**config.mk**
```make
export PLATFORM = sky130hd
export DESIGN_NAME = riscv_memreq_queue
export DESIGN_NICKNAME = d
export VERILOG_FILES = /design/src/rtl/riscv_memreq_queue.sv
export SDC_FILE = /design/constraint.sdc
export NUM_CORES = 1
export LEC_CHECK = 0
export BUFFER_PORTS_ARGS = -buffer_cell sky130_fd_sc_hd__buf_2
export CAP_MARGIN = 20
export CORE_MARGIN = 1.5
export CORE_UTILIZATION = 55
export DETAILED_ROUTE_END_ITERATION = 16
export HOLD_SLACK_MARGIN = 0.02
export PLACE_DENSITY = 0.86
export SYNTH_ARGS = -nofsm -noshare
export SYNTH_HDL_FRONTEND = slang
export SYNTH_SLANG_ARGS = --single-unit
export TNS_END_PERCENT = 10
```
**constraint.sdc**
```tcl
create_clock -name clk_i -period 9.5 [get_ports clk_i]
set_input_delay 0.475 -clock clk_i [delete_from_list [all_inputs] [get_ports clk_i]]
set_output_delay 0.475 -clock clk_i [all_outputs]
set_load 0.01 [all_outputs]
```
**src/rtl/riscv_memreq_queue.sv**
```systemverilog
// Physical memory request queue between the no-MMU translation stage and the BIU.
// Screens incoming requests for page faults and misalignment, then buffers clean ones in a FIFO.
package riscv_memreq_pkg;
  typedef enum logic [2:0] {
    BYTE  = 3'd0,
    HWORD = 3'd1,
    WORD  = 3'd2,
    DWORD = 3'd3,
    QWORD = 3'd4
  } biu_size_t;
endpackage

module riscv_memreq_queue
  import riscv_memreq_pkg::*;
#(
  parameter int XLEN  = 32,
  parameter int PLEN  = (XLEN == 32) ? 34 : 56,
  parameter int DEPTH = 2
) (
  input  logic            clk_i,
  input  logic            rst_ni,
  input  logic            flush_i,
  input  logic            req_i,
  input  logic [PLEN-1:0] adr_i,
  input  biu_size_t       size_i,
  input  logic            lock_i,
  input  logic            we_i,
  input  logic            pagefault_i,
  output logic            stall_o,
  output logic            req_o,
  output logic [PLEN-1:0] adr_o,
  output biu_size_t       size_o,
  output logic            lock_o,
  output logic            we_o,
  input  logic            ack_i,
  output logic            misaligned_o,
  output logic            pagefault_o,
  output logic [PLEN-1:0] exc_adr_o
);

  localparam int PW = $clog2(DEPTH);
  localparam int CW = PW + 1;

  typedef struct packed {
    logic [PLEN-1:0] adr;
    biu_size_t       size;
    logic            lock;
    logic            we;
  } entry_t;

  entry_t          r_mem [DEPTH];
  logic [PW-1:0]   r_wr_ptr;
  logic [PW-1:0]   r_rd_ptr;
  logic [CW-1:0]   r_count;
  logic            r_req;
  logic            r_stall;
  logic            r_misaligned;
  logic            r_pagefault;
  logic [PLEN-1:0] r_exc_adr;

  logic            w_misaligned;
  logic            w_fault;
  logic            w_full;
  logic            w_push;
  logic            w_pop;
  logic [PW-1:0]   w_wr_nxt;
  logic [PW-1:0]   w_rd_nxt;
  logic [CW-1:0]   w_count_nxt;

  // alignment check on the incoming request
  always_comb begin
    w_misaligned = 1'b0;
    case (size_i)
      HWORD:   w_misaligned = (adr_i[0]   != 1'b0);
      WORD:    w_misaligned = (adr_i[1:0] != 2'b00);
      DWORD:   w_misaligned = (adr_i[2:0] != 3'b000);
      QWORD:   w_misaligned = (adr_i[3:0] != 4'b0000);
      default: w_misaligned = 1'b0;
    endcase
  end

  assign w_fault = pagefault_i | w_misaligned;
  assign w_full  = (r_count == CW'(DEPTH));
  assign w_push  = req_i & ~flush_i & ~w_fault & ~w_full;
  assign w_pop   = r_req & ack_i;

  // next pointers/count; a flush keeps only an unacknowledged head
  always_comb begin
    w_wr_nxt    = r_wr_ptr;
    w_rd_nxt    = r_rd_ptr;
    w_count_nxt = r_count;
    if (flush_i) begin
      if (w_pop) begin
        w_rd_nxt    = r_rd_ptr + PW'(1);
        w_wr_nxt    = r_rd_ptr + PW'(1);
        w_count_nxt = CW'(0);
      end else if (r_req) begin
        w_wr_nxt    = r_rd_ptr + PW'(1);
        w_count_nxt = CW'(1);
      end else begin
        w_wr_nxt    = r_rd_ptr;
        w_count_nxt = CW'(0);
      end
    end else begin
      if (w_push) begin
        w_wr_nxt = r_wr_ptr + PW'(1);
      end else begin
        w_wr_nxt = r_wr_ptr;
      end
      if (w_pop) begin
        w_rd_nxt = r_rd_ptr + PW'(1);
      end else begin
        w_rd_nxt = r_rd_ptr;
      end
      case ({w_push, w_pop})
        2'b10:   w_count_nxt = r_count + CW'(1);
        2'b01:   w_count_nxt = r_count - CW'(1);
        default: w_count_nxt = r_count;
      endcase
    end
  end

  // queue state, handshake flags and fault pulses
  always_ff @(posedge clk_i) begin
    if (!rst_ni) begin
      for (int i = 0; i < DEPTH; i++) begin
        r_mem[i] <= '{adr: '0, size: BYTE, lock: 1'b0, we: 1'b0};
      end
      r_wr_ptr     <= '0;
      r_rd_ptr     <= '0;
      r_count      <= '0;
      r_req        <= 1'b0;
      r_stall      <= 1'b0;
      r_misaligned <= 1'b0;
      r_pagefault  <= 1'b0;
      r_exc_adr    <= '0;
    end else begin
      if (w_push) begin
        r_mem[r_wr_ptr] <= '{adr: adr_i, size: size_i, lock: lock_i, we: we_i};
      end
      r_wr_ptr     <= w_wr_nxt;
      r_rd_ptr     <= w_rd_nxt;
      r_count      <= w_count_nxt;
      r_req        <= (w_count_nxt != CW'(0));
      r_stall      <= (w_count_nxt == CW'(DEPTH));
      r_pagefault  <= req_i & ~flush_i & pagefault_i;
      r_misaligned <= req_i & ~flush_i & ~pagefault_i & w_misaligned;
      if (req_i & ~flush_i & w_fault) begin
        r_exc_adr <= adr_i;
      end
    end
  end

  assign req_o        = r_req;
  assign stall_o      = r_stall;
  assign misaligned_o = r_misaligned;
  assign pagefault_o  = r_pagefault;
  assign exc_adr_o    = r_exc_adr;
  assign adr_o        = r_mem[r_rd_ptr].adr;
  assign size_o       = r_mem[r_rd_ptr].size;
  assign lock_o       = r_mem[r_rd_ptr].lock;
  assign we_o         = r_mem[r_rd_ptr].we;

endmodule

```
* After elaboration in Yosys (flattened, before gate mapping)
Memories as Yosys holds them, arrays and structs flattened. A register that Yosys moved wholly into a read port is not among the register bits.
Cells that the tools add are included.
** Word-level totals
- Output and inout bits :: 77
- Memories :: 1
- RAM bits :: 78
- Word-level logic and storage cells :: 58
- Register bits :: 42
** Memory list
- r_mem :: words 2, width 39, read ports 1, clocked after Yosys merged registers in 1, wr ports 2, RTL line 51 : entry_t r_mem [DEPTH];
** Cells by class
- Muxes and demuxes :: 18
- Bitwise gates (word level) :: 13
- Add/subtract/negate cells :: 4
- Reduce and logical (&&, ||, !) cells :: 6
- Equal/unequal tests :: 8
** Operators with widths (number)
- two-way mux 39 bit :: 1
- OR reduction 39 bit :: 1
- two-way mux 1 bit :: 14
- bitwise AND 1 bit :: 8
- == test 2 bit, second input constant :: 3
- == test 3 x 2 -> 1 bit, second input constant :: 2
- nonzero test 2 bit :: 3
- inverter 1 bit :: 4
- one-hot mux 1 bit (4 select lines) :: 1
- one-hot mux 2 bit (2 select lines) :: 1
- nonzero test 4 bit :: 1
- == test 3 x 1 -> 1 bit, second input constant :: 1
- == test 3 bit, second input constant :: 1
- nonzero test 3 bit :: 1
- adder 1 bit, second input constant :: 2
- adder 2 x 1 -> 2 bit, second input constant :: 1
- == test 2 x 1 -> 1 bit, second input constant :: 1
- two-way mux 2 bit :: 1
- subtractor 2 x 1 -> 2 bit, second input constant :: 1
- OR 1 bit :: 1

* Logic depth before layout (Yosys ltp)
- Word-level depth :: 11
- Mapped depth :: 11
- Mapped depth without buffers :: 10

* Worst setup path after synthesis
OpenSTA, ideal clock, no wires.
- Path type :: input to register
- Start point :: in size_i[2]
- End point :: mem r_mem[0][0] in the netlist's numbering, enable pin
- Stages on the path :: 6
- Setup time :: 489 ps
- Data required time :: 9011 ps
- Arrival :: 4032 ps
- Setup slack :: 4979 ps
- Cell sequence :: nor2b_1 o221ai_2 and4_1 buf_2 nand2b_1 o21ai_0
** RTL lines
- from (decl) :: RTL line 25 : input biu_size_t size_i,
- to (decl) :: RTL line 51

==> impl_metrics.prom <==
# TYPE chip_impl_metric gauge
chip_impl_info{name="run_status",value="complete, no violations"} 1
chip_impl_info{name="kind_of_critical_path",value="flop to output pin"} 1
chip_impl_metric{name="placed_cells",unit=""} 748
chip_impl_metric{name="design.final.nets",unit=""} 680
chip_impl_info{name="critical_path_endpoint_category",value="output pin"} 1
chip_impl_metric{name="timing.max_slew.rel_slack",unit="%"} 34.7
chip_impl_info{name="cts_tree",value="built"} 1
chip_impl_metric{name="port_buffers",unit=""} 121
chip_impl_info{name="crit_path_start_kind",value="flop"} 1
chip_impl_metric{name="synth_edf_count",unit=""} 78
chip_impl_metric{name="finClkSkew",unit="ps"} 6.11
chip_impl_metric{name="clkLatencyLatePin",unit="ps"} 520
chip_impl_metric{name="chipHeight",unit="µm"} 105
chip_impl_metric{name="final_layout_size_suffix_gt1_share",unit="%"} 32.0
chip_impl_metric{name="core_area",unit="µm²"} 9860
chip_impl_metric{name="drt_pre_antenna_iters",unit=""} 5
chip_impl_metric{name="max_slew.worst_pin.slew",unit="ps"} 979
chip_impl_metric{name="vias",unit=""} 4504
chip_impl_metric{name="die_width",unit="µm"} 105
chip_impl_metric{name="post-route-cell-area",unit="µm²"} 6920
chip_impl_metric{name="drt_iter0_drc",unit=""} 330
chip_impl_metric{name="placed_area",unit="µm²"} 6340
chip_impl_metric{name="placement.setup.worst_slack",unit="ps"} 6530
chip_impl_metric{name="worstPathRequired",unit="ps"} 9030
chip_impl_metric{name="post_cts_resized",unit=""} 0
chip_impl_metric{name="synthesis.area",unit="µm²"} 5670
chip_impl_metric{name="period_needed",unit="ps"} 2570
chip_impl_metric{name="irDropWorstVdd",unit="mV"} 0.135
chip_impl_info{name="rsz0062_at_grt",value="false"} 1
chip_impl_info{name="grt.busiest_layer",value="met2"} 1
chip_impl_metric{name="grt_pass1_vias",unit=""} 4337
chip_impl_metric{name="clock.fmax",unit="MHz"} 389
chip_impl_metric{name="groute.layer.met2.usage",unit="%"} 41.7
chip_impl_metric{name="timing.critical_path.arrival",unit="ps"} 2100
chip_impl_metric{name="fill_cells",unit=""} 674
chip_impl_metric{name="num_antenna_cells",unit=""} 0
chip_impl_metric{name="yosys.cell_types.count",unit=""} 33
chip_impl_metric{name="detail-route-antenna-nets",unit=""} 0
chip_impl_metric{name="cts_inserted_buffers",unit=""} 17
chip_impl_metric{name="area_growth_syn_to_layout",unit="%"} 22.1
chip_impl_metric{name="maxCapViolCount",unit=""} 0
chip_impl_metric{name="timing.final.ws_setup",unit="ps"} 6930
chip_impl_metric{name="synth.ff_latch_count",unit=""} 121
chip_impl_metric{name="utilization_after_layout",unit="%"} 70.2
chip_impl_metric{name="wire_length_of_the_first_global_routing_pass",unit="mm"} 21.7
chip_impl_metric{name="clk_transition_reported_paths",unit="ps"} 60
chip_impl_metric{name="viasPerCell",unit=""} 5.77
chip_impl_metric{name="postCtsSetupBuffers",unit=""} 0
chip_impl_info{name="synth_top_flop_cell",value="edfxtp_1"} 1
chip_impl_metric{name="initial_core_util",unit="%"} 57.5
chip_impl_metric{name="routed_wirelength",unit="mm"} 13.5
chip_impl_metric{name="synth_top_area_share",unit="%"} 41.3
chip_impl_info{name="synth_largest_area_cell",value="edfxtp_1"} 1
chip_impl_info{name="clock-root-buffer",value="clkbuf_8"} 1
chip_impl_metric{name="final_max_slew_viol_count",unit=""} 0
chip_impl_metric{name="cts.sink_count",unit=""} 121
chip_impl_metric{name="yosysSeqAreaShare",unit="%"} 56.5
chip_impl_metric{name="p_per_area",unit="nW/µm²"} 198
chip_impl_metric{name="finalCritPeriodShare",unit="%"} 27.1
chip_impl_metric{name="final-instance-count-excl-fill",unit=""} 780
chip_impl_metric{name="static-leakage-power",unit="nW"} 2.77
chip_impl_info{name="hold_path_class",value="input pin to flop"} 1
chip_impl_metric{name="floorplan.die_area",unit="µm²"} 10900
chip_impl_metric{name="number_of_levels_in_the_clock_h_tree",unit=""} 4
chip_impl_metric{name="finalSetupViolCount",unit=""} 0
chip_impl_metric{name="gr-usage-met3",unit="%"} 4.39
chip_impl_metric{name="post_cts_hold_buffer_count",unit=""} 0
chip_impl_metric{name="place_congestion",unit=""} 0.850
chip_impl_metric{name="setup_total_negative_slack",unit="ps"} 0
chip_impl_metric{name="antenna_found_initial",unit=""} 0
chip_impl_info{name="yosys-top-cells-area",value="edfxtp_1 (41%), dfxtp_1 (15%), and2_1 (8.9%)"} 1
chip_impl_metric{name="number_of_warning_messages_in_the_yosys_log",unit=""} 0
chip_impl_metric{name="synth_cells",unit=""} 529
chip_impl_metric{name="cts_max_path_buffers",unit=""} 2
chip_impl_metric{name="postSynth.asyncResetShare",unit="%"} 0
chip_impl_metric{name="grt_remaining_overflow",unit=""} 0
chip_impl_metric{name="detail_route.wl_per_cell",unit="µm"} 17.3
chip_impl_metric{name="grt.met1_usage",unit="%"} 31.6
chip_impl_metric{name="rows",unit=""} 36
chip_impl_metric{name="grt_max_degree",unit=""} 72
chip_impl_metric{name="grt_util_all_layers",unit="%"} 25.2
chip_impl_metric{name="maximum_fanout_along_the_worst_path",unit=""} 39
chip_impl_metric{name="drc_errors",unit=""} 0
chip_impl_metric{name="number_of_top_level_design_ports",unit=""} 122
chip_impl_metric{name="detailed_place_hpwl",unit="mm"} 8.18
chip_impl_metric{name="timing_hold_violations_final",unit=""} 0
chip_impl_metric{name="avgSynthCellArea",unit="µm²"} 10.7
chip_impl_metric{name="syn-num-nets",unit=""} 575
==> where the power goes <==
part | total, W | internal (W) | switching [W]
clock network | 0.000629 | 0.000417 | 0.000211
registers | 0.000606 | 0.000589 | 0.0000170
logic | 0.000135 | 0.0000499 | 0.0000852
==> synthesized netlist by cell type (7+ instances only) <==
cell type and instances:
clkbuf_1 24, dfxtp_1 43, and2_1 81, o211ai_1 35, mux2_2 39, nand2_1 37, nor2_1 43, a21oi_1 34
buf_2 7, edfxtp_1 78, nand3_1 68
==> logic make-up (layout without fill, tap and decap cells) <==
| logic type | after synthesis | in the layout | share of synthesized area, % |
|---|---|---|---|
| fa+ha+maj | 1 | 1 | 0.221 |
| buf+inv | 45 | 163 | 3.62 |
| compound gates | 75 | 75 | 8.45 |
| xor+xnor | 5 | 5 | 0.772 |
| flops | 121 | 121 | 56.5 |
| mux | 39 | 39 | 7.75 |
| simple gates | 243 | 243 | 22.7 |
==> metal layers <==
| layer | up-vias | part of all wire (%) |
|---|---|---|
| li1 | 2097 | - |
| met4 | 0 | 2.8 |
| met1 | 2149 | 41 |
| met3 | 38 | 6.6 |
| met2 | 220 | 50 |
| met5 | - | 0 |
==> cells in the final DEF (no fill, tap or decap), types with 16 or more instances in the layout <==
master,instances
o211ai_1,35
clkbuf_16,16
mux2_2,39
nor2_1,41
a21oi_1,34
edfxtp_1,78
and2_1,81
nand3_1,68
buf_2,121
nand2_1,37
dfxtp_1,42
==> state kept, by name, indices dropped and copies added, names as in the netlist, named ones only <==
name          flops
r_mem            78
stall_o           1
r_wr_ptr          1
r_rd_ptr          1
misaligned_o      1
r_count           2
req_o             1
exc_adr_o        34
pagefault_o       1
==> layout make-up <==
cell class	instances	area, µm²	area share (%)
well taps	133	166	2.40
inverters	4	15.0	0.217
clock inverters	9	120	1.73
repair buffers	127	651	9.40
multi-input cells	363	2300	33.2
flip-flops and latches	121	3200	46.3
clock buffers	23	467	6.74
==> final timing paths <==
check | depth (start not counted) | startpoint | slack, ps | end
setup / recovery | 2 | flop | 6930 | adr_o[12]
hold / removal | 2 | lock_i | 250 | r_mem[1][1]
setup reg to reg | 8 | r_count[1] | 7370 | stall_o
hold reg to reg | 2 | exc_adr_o[31] | 510 | exc_adr_o[31]
==> per-stage QoR <==
step                      hold slack [ps]  power, W
after floorplan                       524  0.000691
after global placement                487  0.000742
after detailed placement              498  0.000748
after CTS                             243   0.00137
after global routing                  246   0.00141
final                                 247   0.00137
==> critical path, stage by stage, from the launching register on <==
cell and delay, ps:
dfxtp_2 970, mux2_2 450, buf_2 150
No activity file was read; power rests on OpenSTA's default activity.
